`src/rtl/counter_pkg.sv`:
```
// Shared constants for the counter family: direction encoding and boundary mode.
package counter_pkg;

    localparam logic DIR_UP    = 1'b1;
    localparam logic DIR_DOWN  = 1'b0;

    localparam bit   MODE_WRAP = 1'b0;
    localparam bit   MODE_SAT  = 1'b1;

endpackage : counter_pkg

```
`src/rtl/counter_next_val.sv`:
```
// Combinational next-count logic: step one position in the requested direction,
// wrapping or holding at the ends of 0..MAX_VAL. The compare happens before the
// add/subtract, so the arithmetic never needs more than WIDTH bits.
module counter_next_val
    import counter_pkg::*;
#(
    parameter int               WIDTH    = 8,
    parameter logic [WIDTH-1:0] MAX_VAL  = {WIDTH{1'b1}},
    parameter bit               SATURATE = MODE_WRAP
) (
    input  logic [WIDTH-1:0] cur,
    input  logic             up,
    output logic [WIDTH-1:0] nxt,
    output logic             at_bnd
);

    // At a boundary the step either holds (saturate) or jumps to the other end.
    always_comb begin
        at_bnd = (up == DIR_UP) ? (cur == MAX_VAL) : (cur == '0);
        if (at_bnd) begin
            if (SATURATE == MODE_SAT) nxt = cur;
            else                      nxt = (up == DIR_UP) ? '0 : MAX_VAL;
        end else begin
            nxt = (up == DIR_UP) ? cur + WIDTH'(1) : cur - WIDTH'(1);
        end
    end

endmodule : counter_next_val

```
`src/rtl/updown_mod_counter.sv`:
```
// Up/down counter over 0..MAX_VAL with parallel load, count enable,
// wrap-or-saturate boundary handling, a combinational terminal-count flag and a
// registered one-cycle boundary pulse.
module updown_mod_counter
    import counter_pkg::*;
#(
    parameter int               WIDTH    = 8,
    parameter logic [WIDTH-1:0] MAX_VAL  = {WIDTH{1'b1}},
    parameter bit               SATURATE = MODE_WRAP
) (
    input  logic             clk,
    input  logic             reset,
    input  logic             en,
    input  logic             up,
    input  logic             load,
    input  logic [WIDTH-1:0] load_val,
    output logic [WIDTH-1:0] out,
    output logic             tc,
    output logic             bnd
);

    logic [WIDTH-1:0] step_val;
    logic             at_bnd;
    logic [WIDTH-1:0] load_clamped;

    counter_next_val #(
        .WIDTH    (WIDTH),
        .MAX_VAL  (MAX_VAL),
        .SATURATE (SATURATE)
    ) u_next (
        .cur    (out),
        .up     (up),
        .nxt    (step_val),
        .at_bnd (at_bnd)
    );

    // Out-of-range loads clamp to the terminal count so the range invariant holds.
    assign load_clamped = (load_val > MAX_VAL) ? MAX_VAL : load_val;

    // tc marks the cycle whose edge performs the wrap or saturation.
    assign tc = en & at_bnd;

    // Priority: reset, load, count. bnd only reflects an enabled boundary step.
    always_ff @(posedge clk) begin
        if (reset) begin
            out <= '0;
            bnd <= 1'b0;
        end else if (load) begin
            out <= load_clamped;
            bnd <= 1'b0;
        end else if (en) begin
            out <= step_val;
            bnd <= tc;
        end else begin
            bnd <= 1'b0;
        end
    end

endmodule : updown_mod_counter

```
`config.mk`:
```
export PLATFORM = sky130hd
export DESIGN_NAME = updown_mod_counter
export DESIGN_NICKNAME = d
export VERILOG_FILES = /design/src/rtl/counter_pkg.sv /design/src/rtl/counter_next_val.sv /design/src/rtl/updown_mod_counter.sv
export SDC_FILE = /design/constraint.sdc
export NUM_CORES = 1
export LEC_CHECK = 0
export CAP_MARGIN = 20
export CORE_UTILIZATION = 46
export DETAILED_ROUTE_END_ITERATION = 6
export PLACE_DENSITY = 0.78
export SLEW_MARGIN = 20
export SYNTH_ARGS = -nofsm -noshare
export SYNTH_HDL_FRONTEND = slang
export SYNTH_HIERARCHICAL = 1
export SYNTH_SLANG_ARGS = --single-unit
```
`constraint.sdc`:
```
create_clock -name clk -period 3.5 [get_ports clk]
set_input_delay 1.05 -clock clk [delete_from_list [all_inputs] [get_ports clk]]
set_output_delay 1.05 -clock clk [all_outputs]
set_load 0.02 [all_outputs]
```
# Word-level counts from Yosys, hierarchy flattened
# Cells that the tools add are included.
[word_totals]
wordCells = 18
out_inout_bits = 10
register_bits = 9
inputBits = 13
[op_classes]
bitwise = 2
order_cmp = 1
mux = 7
n_reduce_logical = 3
add_sub_neg = 2
eq_ne = 1
[ops]
columns = ["op", "n"]
rows = [
  ["$mux 8", 6],
  ["$add 8x1->8 const B", 1],
  ["$eq 8x8->1 const B", 1],
  ["$gt 8x8->1 const B", 1],
  ["$logic_not 8->1", 1],
  ["$sub 8x1->8 const B", 1],
  ["$reduce_or 3->1", 1],
  ["$reduce_bool 2->1", 1],
  ["$and 1x1->1", 1],
  ["$mux 1", 1],
  ["$not 1->1", 1],
]

# Depth between registers and ports, before layout
# Gate-level depths: netlist of run 1.
[logic_depth]
depth_word = 5
depth_mapped = 8
mapped_depth_nobuf = 8

# Modules after synthesis
# The synthesis of run 1 kept the hierarchy.
[modules_own_cells]
columns = ["module", "n_inst", "cells_per_inst", "area_each_um2", "seq_area_each_um2"]
rows = [
  ["updown_mod_counter", 1, 39, 409.1, 180.2],
  ["counter_next_val", 1, 56, 389.1, 0.0],
]

# Worst setup path after synthesis of run 1
# OpenSTA, ideal clock, no wires.
[synth_path]
kind = "input -> output"
start = "input port up"
end = "output port tc"
slack_ps = 646
arrival_ps = 1804
required_ps = 2450
n_path_buf = 0
stages = 4
path_cell_list = "inv_1 -> nand4_1 -> nand2_1 -> and2_2"
[synth_between]
elab_chain_cells = 2
[synth_lines]
columns = ["element", "line_no", "text"]
rows = [
  ["start: declaration", "updown_mod_counter.sv:14", "input logic up,"],
  ["$mux 1", "counter_next_val.sv:19", "at_bnd = (up == DIR_UP) ? (cur == MAX_VAL) : (cur == '0);"],
  ["net at_bnd", "updown_mod_counter.sv:23", "logic at_bnd;"],
  ["$and 1x1->1", "updown_mod_counter.sv:41", "assign tc = en & at_bnd;"],
  ["end: declaration", "updown_mod_counter.sv:18", "output logic tc,"],
]
# The timed path passes the listed nets, and every way through them passes these cells.

# Worst setup path in the final report of run 1
# Ends and elaborated chain as after synthesis.

==> impl_metrics.env, run 1 <==
export IMPL_clkSinkCount=9
export IMPL_p_total_mw=0.3950
export IMPL_r2r_cells=7
export IMPL_use_met2=0.4597
export IMPL_finalHoldViolations=0
export IMPL_grt_pass1_wl_um=3877
export IMPL_grt_pass1_vias=866
export IMPL_dp_cells=142
export IMPL_period_needed_ns=3.419
export IMPL_dieHeight_um=43.66
export IMPL_synth_commonest_cells="11 x a211oi_1, 9 x dfxtp_1, 8 x mux2i_1, 8 x nor2b_1"
export IMPL_post_drt_wl_per_cell_um=14.67
export IMPL_core_rowCount=14
export IMPL_wl_um=2142
export IMPL_async_flop_share=0
export IMPL_cp_end_kind="output pin"
export IMPL_synth_area_leaders="dfxtp_1 23%, a211oi_1 10%, mux2i_1 10%"
export IMPL_cts_tree="yes"
export IMPL_drc=3
export IMPL_use_met3=0.05833
export IMPL_slew_headroom=0.5461
export IMPL_layout_nets=151
export IMPL_maxCapViolCount=0
export IMPL_antenna_found_initial=0
export IMPL_die_area_mm2=0.001906
export IMPL_cts_buffers=3
export IMPL_power_density_mw_per_mm2=349.6
export IMPL_avgSynthCellArea_um2=8.403
export IMPL_netlist_area_um2=798.3
export IMPL_cts_path_max_buffers=2
export IMPL_finalMaxSlewViolations=0
export IMPL_vias=877
export IMPL_dpl_hpwl_um=1552
export IMPL_synth_top_cell_by_area="dfxtp_1"
export IMPL_drt_iter0_markers=20
export IMPL_synth_fp_nets=115
export IMPL_coreArea_mm2=0.001559
export IMPL_drive_above_1_share=0.1769
export IMPL_fin_crit_sh=0.9769
export IMPL_ys_types=33
export IMPL_synth_most_common_cell="a211oi_1"
export IMPL_grt_start_max_net_pins=11
export IMPL_antenna_left=0
export IMPL_diodes=0
export IMPL_clkLatencyLatePin_ns=0.28
export IMPL_synth_seq_cells=9
export IMPL_final_setup_viol_count=0
export IMPL_hold_path_class="reg -> reg"
export IMPL_p_leak_nw=0.4887
export IMPL_htreeDepth=1
export IMPL_io_pins=23
export IMPL_dr_pass1_iters=6
export IMPL_synth_top_area_frac=0.2257
export IMPL_root_buffer="clkbuf_4"
export IMPL_status="finished, violations left"
export IMPL_ir_worst_vdd_mv=0.2215
export IMPL_track_usage=0.2791
export IMPL_final_cells=146
export IMPL_clk_pin_slew_worst_paths_ns=0.08
export IMPL_gr_usage_met1=0.3350
export IMPL_synth_flop_cell="dfxtp_1"
export IMPL_overflow=0
export IMPL_violations="DRC"
export IMPL_worstPathMaxFanout=2
export IMPL_worst_setup_path_type="in -> out"
export IMPL_arrival_ns=2.37
export IMPL_synth_edff_count=0
export IMPL_die_x_um=43.66
export IMPL_finClkSkew_ns=0.01013
export IMPL_fin_area_mm2=0.001130
export IMPL_place_gp_congestion=0.9706
export IMPL_worstPathRequired_ns=2.45
export IMPL_fin_hold_ws_ns=0.6130
export IMPL_rsz0062_at_grt="no"
export IMPL_portBuffers=22
export IMPL_busiest_layer="met2"
export IMPL_worst_pin_slew_ns=0.6756
export IMPL_hold_depth=2
export IMPL_max_freq_ghz=0.2925
export IMPL_placed_area_mm2=0.001109
export IMPL_syn_inst=95
export IMPL_fin_util=0.7247
export IMPL_start_util=0.5120
export IMPL_yosysWarningCount=6
export IMPL_avgViaCountPerCell=6.007
export IMPL_critPathLaunchType="input port"
export IMPL_seq_area_frac_synth=0.2257
export IMPL_syn_to_final_growth_pct=41.54
==> sequential cells by signal, summed over array words and instances (netlist names) <==
signal	cells
out	8
bnd	1
==> final cells by class <==
cell class	instances	area [um2]
Multi-Input combinational cell	80	586.8
Sequential cell	9	180.2
Timing Repair Buffer	34	305.3
Clock buffer	4	26.28
Tap cell	16	20.02
Inverter	3	11.26
Fill cell	121	429.2
==> metal layers <==
| metal | part of all wire | vias to the layer above |
|---|---|---|
| met2 | 0.48 | 38 |
| li1 | - | 428 |
| met3 | 0.069 | 7 |
| met4 | 0.023 | 0 |
| met1 | 0.43 | 404 |
| met5 | 0 | - |
==> placed cells by master (no fill, tap or decap), types with 2 or more instances in the layout <==
cell type	synthesis	routed
mux2i_1	8	8
dfxtp_1	9	9
nand2_1	5	5
or2_2	2	2
inv_1	2	2
o31ai_1	3	3
clkbuf_4	0	3
xnor2_1	2	2
nand3_1	2	2
clkdlybuf4s50_1	0	21
o21ai_0	6	6
buf_4	0	12
a211oi_1	11	11
ha_1	6	6
and3_1	2	2
a21oi_1	4	4
nor2b_1	8	8
nor2_1	4	4
nand4_1	2	2
nor3_1	3	3
==> where the power goes <==
part / switching [mW] / internal (mW) / total (mW)
sequential: 0.0136 / 0.111 / 0.125
clock: 0.0485 / 0.0442 / 0.0927
combinational: 0.0825 / 0.0947 / 0.177
==> logic make-up (layout without fill, tap and decap cells) <==
| group | Yosys count | after routing | share of synthesized area |
|---|---|---|---|
| AOI/OAI and AO/OA | 29 | 29 | 0.2523 |
| and+or+nand+nor | 33 | 33 | 0.2304 |
| adders and majority gates | 7 | 7 | 0.1191 |
| xor gates and xnor gates | 3 | 3 | 0.03292 |
| muxes | 8 | 8 | 0.1003 |
| DFF | 9 | 9 | 0.2257 |
| buffers and inverters | 6 | 41 | 0.03917 |
==> stage by stage <==
stage | setup TNS, ns | worst slack, ns
4_1_cts | 0 | 0.08646
2_1_floorplan | 0 | 0.6461
6_report | 0 | 0.08072
5_1_grt | 0 | 0.001689
3_5_place_dp | -0.3796 | -0.3485
3_3_place_gp | -0.3211 | -0.3211
==> worst paths after layout <==
path | slack (ns) | start | end
max reg2reg | 1.42 | out[1]$_SDFFE_PP0P_ | out[7]$_SDFFE_PP0P_
max | 0.08 | up | tc
min | 0.61 | out[5]$_SDFFE_PP0P_ | out[5]$_SDFFE_PP0P_
min reg2reg | 0.61 | out[5]$_SDFFE_PP0P_ | out[5]$_SDFFE_PP0P_
==> repair_timing <==
item / in CTS / in global routing
hold buffers: 0 / 0
resized for setup: 4 / 0
setup buffers: 0 / 0
endpoints found under the setup margin: 1 / 0
==> critical path, stage by stage <==
cell and delay, ns:
clkdlybuf4s50_1 0.49, nand2_1 0.07, or3_1 0.40, nand2_1 0.07
and2_2 0.13, buf_2 0.15
Power figures use the tool's default switching activity.
==> run 2, diff against run 1 <==
- SLEW_MARGIN: 20 -> 25
- SYNTH_HIERARCHICAL: 1 -> unset
==> impl_metrics.env, run 2 <==
export IMPL_p_comb_frac=0.446
export IMPL_syn_inst=101
export IMPL_final_setup_viol_count=0
export IMPL_p_leak_nw=0.4435
export IMPL_arrival_ns=2.32
export IMPL_grt_pass1_vias=828
export IMPL_worst_r2r_endpoint="out[7]$_SDFFE_PP0P_"
export IMPL_multiInputGateArea_um2=588.1
export IMPL_critPathSlowestCell="clkdlybuf4s50_1"
export IMPL_p_switching_mw=0.1473
export IMPL_finClkSkew_ns=0.007765
export IMPL_antenna_found_initial=0
export IMPL_critical_path_cell_chain="clkdlybuf4s50_1 > buf_4 > nor4_4 > nor2_1 > nor2b_1 > buf_2"
export IMPL_max_freq_ghz=0.2964
export IMPL_fin_setup_tns_ns=0
export IMPL_ff_latch_area_um2=180.2
export IMPL_placed_area_mm2=0.001046
export IMPL_grt_pass1_wl_um=3608
export IMPL_io_pins=23
export IMPL_synth_top_area_frac=0.2300
export IMPL_dp_cells=140
export IMPL_coreArea_mm2=0.001541
export IMPL_avgViaCountPerCell=6.153
export IMPL_die_x_um=43.27
export IMPL_synth_area_leaders="dfxtp_1 23%, ha_1 9.6%, a21oi_1 8.3%"
export IMPL_place_gp_congestion=0.8323
export IMPL_period_needed_ns=3.374
export IMPL_slew_headroom=0.6914
export IMPL_fin_crit_sh=0.9639
export IMPL_post_drt_wl_per_cell_um=14.77
export IMPL_seq_area_frac_synth=0.2300
export IMPL_drive_above_1_share=0.1250
export IMPL_ir_worst_vdd_mv=0.2260
export IMPL_layout_commonest_cell="clkdlybuf4s50_1"
export IMPL_die_area_mm2=0.001872
export IMPL_worst_setup_path_type="in -> out"
export IMPL_finalHoldViolations=0
export IMPL_p_total_mw=0.3907
export IMPL_track_usage=0.2533
export IMPL_maxCapViolCount=0
export IMPL_rrSetupSlack_ns=1.52
export IMPL_syn_to_final_growth_pct=38.18
export IMPL_cts_hold_buf=0
export IMPL_synth_edff_count=0
export IMPL_worst_pin_slew_ns=0.4512
export IMPL_r2r_cells=6
export IMPL_hold_path_class="reg -> reg"
export IMPL_finalMaxSlewViolations=0
export IMPL_top_regs="out: 8 flops, bnd: 1 flops"
export IMPL_root_buffer="clkbuf_4"
export IMPL_htreeDepth=1
export IMPL_power_density_mw_per_mm2=361.0
export IMPL_synth_most_common_cell="a21oi_1"
export IMPL_async_flop_share=0
export IMPL_diodes=0
export IMPL_status="complete, no violations"
export IMPL_portBuffers=22
export IMPL_netlist_area_um2=783.3
export IMPL_synth_commonest_cells="13 x a21oi_1, 10 x nor2_1, 9 x dfxtp_1, 9 x nor3_1"
export IMPL_regMostFlops="out"
export IMPL_cts_path_max_buffers=2
export IMPL_cp_end_kind="output pin"
export IMPL_cts_tree="yes"
export IMPL_core_rowCount=14
export IMPL_vias=886
export IMPL_p_sw_frac=0.3772
export IMPL_synth_top_cell_by_area="dfxtp_1"
export IMPL_r2r_start="out[1]$_SDFFE_PP0P_"
export IMPL_ys_types=32
export IMPL_overflow=0
export IMPL_grt_start_max_net_pins=15
export IMPL_clkSinkCount=9
export IMPL_drt_iter0_markers=20
export IMPL_yosysWarningCount=0
export IMPL_avgSynthCellArea_um2=7.755
export IMPL_fin_area_mm2=0.001082
export IMPL_clk_pin_slew_worst_paths_ns=0.07
export IMPL_final_cells=144
export IMPL_nFillCells=143
export IMPL_drc=0
export IMPL_critPathLaunchType="input port"
export IMPL_layout_nets=149
export IMPL_synth_fp_nets=121
export IMPL_rsz0062_at_grt="no"
export IMPL_worstPathRequired_ns=2.45
export IMPL_mostFrequentLayoutCells="21 x clkdlybuf4s50_1, 13 x a21oi_1, 10 x nor2_1"
export IMPL_synth_seq_cells=9
export IMPL_post_cts_buffers=0
export IMPL_power_internal_mw=0.2433
export IMPL_largest_reg_flops=8
export IMPL_cp_startpoint="up"
export IMPL_dieHeight_um=43.27
export IMPL_worstPathMaxFanout=3
export IMPL_start_util=0.5081
export IMPL_synth_flop_cell="dfxtp_1"
export IMPL_crit_path_max_incr_delay_ns=0.45
export IMPL_crit_path_end="tc"
export IMPL_clock_power_share=0.220
export IMPL_clkLatencyLatePin_ns=0.26
export IMPL_seq_power_share=0.335
export IMPL_wl_um=2127
export IMPL_cts_buffers=3
export IMPL_dr_pass1_iters=4
export IMPL_antenna_left=0
export IMPL_dpl_hpwl_um=1589
==> run 2: changes by cell type in the layout (fill, tap and decap cells not counted), sizes merged, moves of 5 or more <==
cell,previous run,this run
buf,13,6
nor2b,8,3
a211oi,12,2
nor3,3,9
a21oi,4,14
nor2,4,10
mux2i,8,0
==> run 2: worst max-delay path: cells and delay by family <==
kind	cells	cell delay (ns)
AND/OR/NAND/NOR	3	0.48
buffers and inverters	3	0.79
==> run 2: area by class of cell <==
type                            count  share of cell area
Tap cell                           16             0.01850
Clock buffer                        4             0.02428
Inverter                            4             0.01387
Multi-Input combinational cell     84              0.5434
Timing Repair Buffer               27              0.2335
Sequential cell                     9              0.1665
==> run 2: cells by family (layout without fill, tap and decap cells) <==
family / Yosys count / in the layout / synth area share
compound gates: 33 / 33 / 0.2716
xor+xnor: 6 / 6 / 0.06710
fa+ha+maj: 7 / 7 / 0.1214
buf+inv: 8 / 35 / 0.03833
flops: 9 / 9 / 0.2300
simple gates: 38 / 38 / 0.2716
==> run 2: per-layer routing <==
layer  track usage  vias up  part of all wire
met2        0.4627       36              0.53
met5             0        -                 0
met3       0.05106        0             0.054
met1        0.3067      420              0.42
met4       0.03636        0                 0
li1              -      430                 -
==> run 2: per-stage QoR <==
| step | utilization | hold WS, ns | worst slack [ns] |
|---|---|---|---|
| after CTS | 0.7062 | 0.6255 | 0.007605 |
| after floorplan | - | 0.6016 | 0.5728 |
| after global placement | 0.6786 | 0.6120 | -0.3836 |
| after detailed placement | 0.6786 | 0.6121 | -0.4772 |
| final | 0.7021 | 0.6344 | 0.1264 |
| after global routing | 0.7021 | 0.6511 | 0.06586 |
==> run 2: timing repair <==
action	4_1_cts	5_1_grt
pin swaps	0	1
gates resized for setup	5	1
endpoints found under the setup margin	1	1
==> run 2: power groups by stage <==
stage | combinational (mW) | clock [mW] | sequential, mW
floorplan | 0.0963 | 0 | 0.144
global placement | 0.166 | 0 | 0.133
detailed placement | 0.170 | 0 | 0.133
CTS | 0.173 | 0.0878 | 0.131
global route | 0.190 | 0.0951 | 0.133
finish | 0.174 | 0.0858 | 0.131
==> run 2: worst min path at each step <==
stage	start	cells past startpoint	slack (ns)	end
global route	out[0]$_SDFFE_PP0P_	2	0.65	out[0]$_SDFFE_PP0P_
global placement	out[0]$_SDFFE_PP0P_	2	0.61	out[0]$_SDFFE_PP0P_
detailed placement	out[0]$_SDFFE_PP0P_	2	0.61	out[0]$_SDFFE_PP0P_
floorplan	out[0]$_SDFFE_PP0P_	1	0.60	out[0]$_SDFFE_PP0P_
finish	out[0]$_SDFFE_PP0P_	2	0.63	out[0]$_SDFFE_PP0P_
CTS	out[0]$_SDFFE_PP0P_	2	0.63	out[0]$_SDFFE_PP0P_
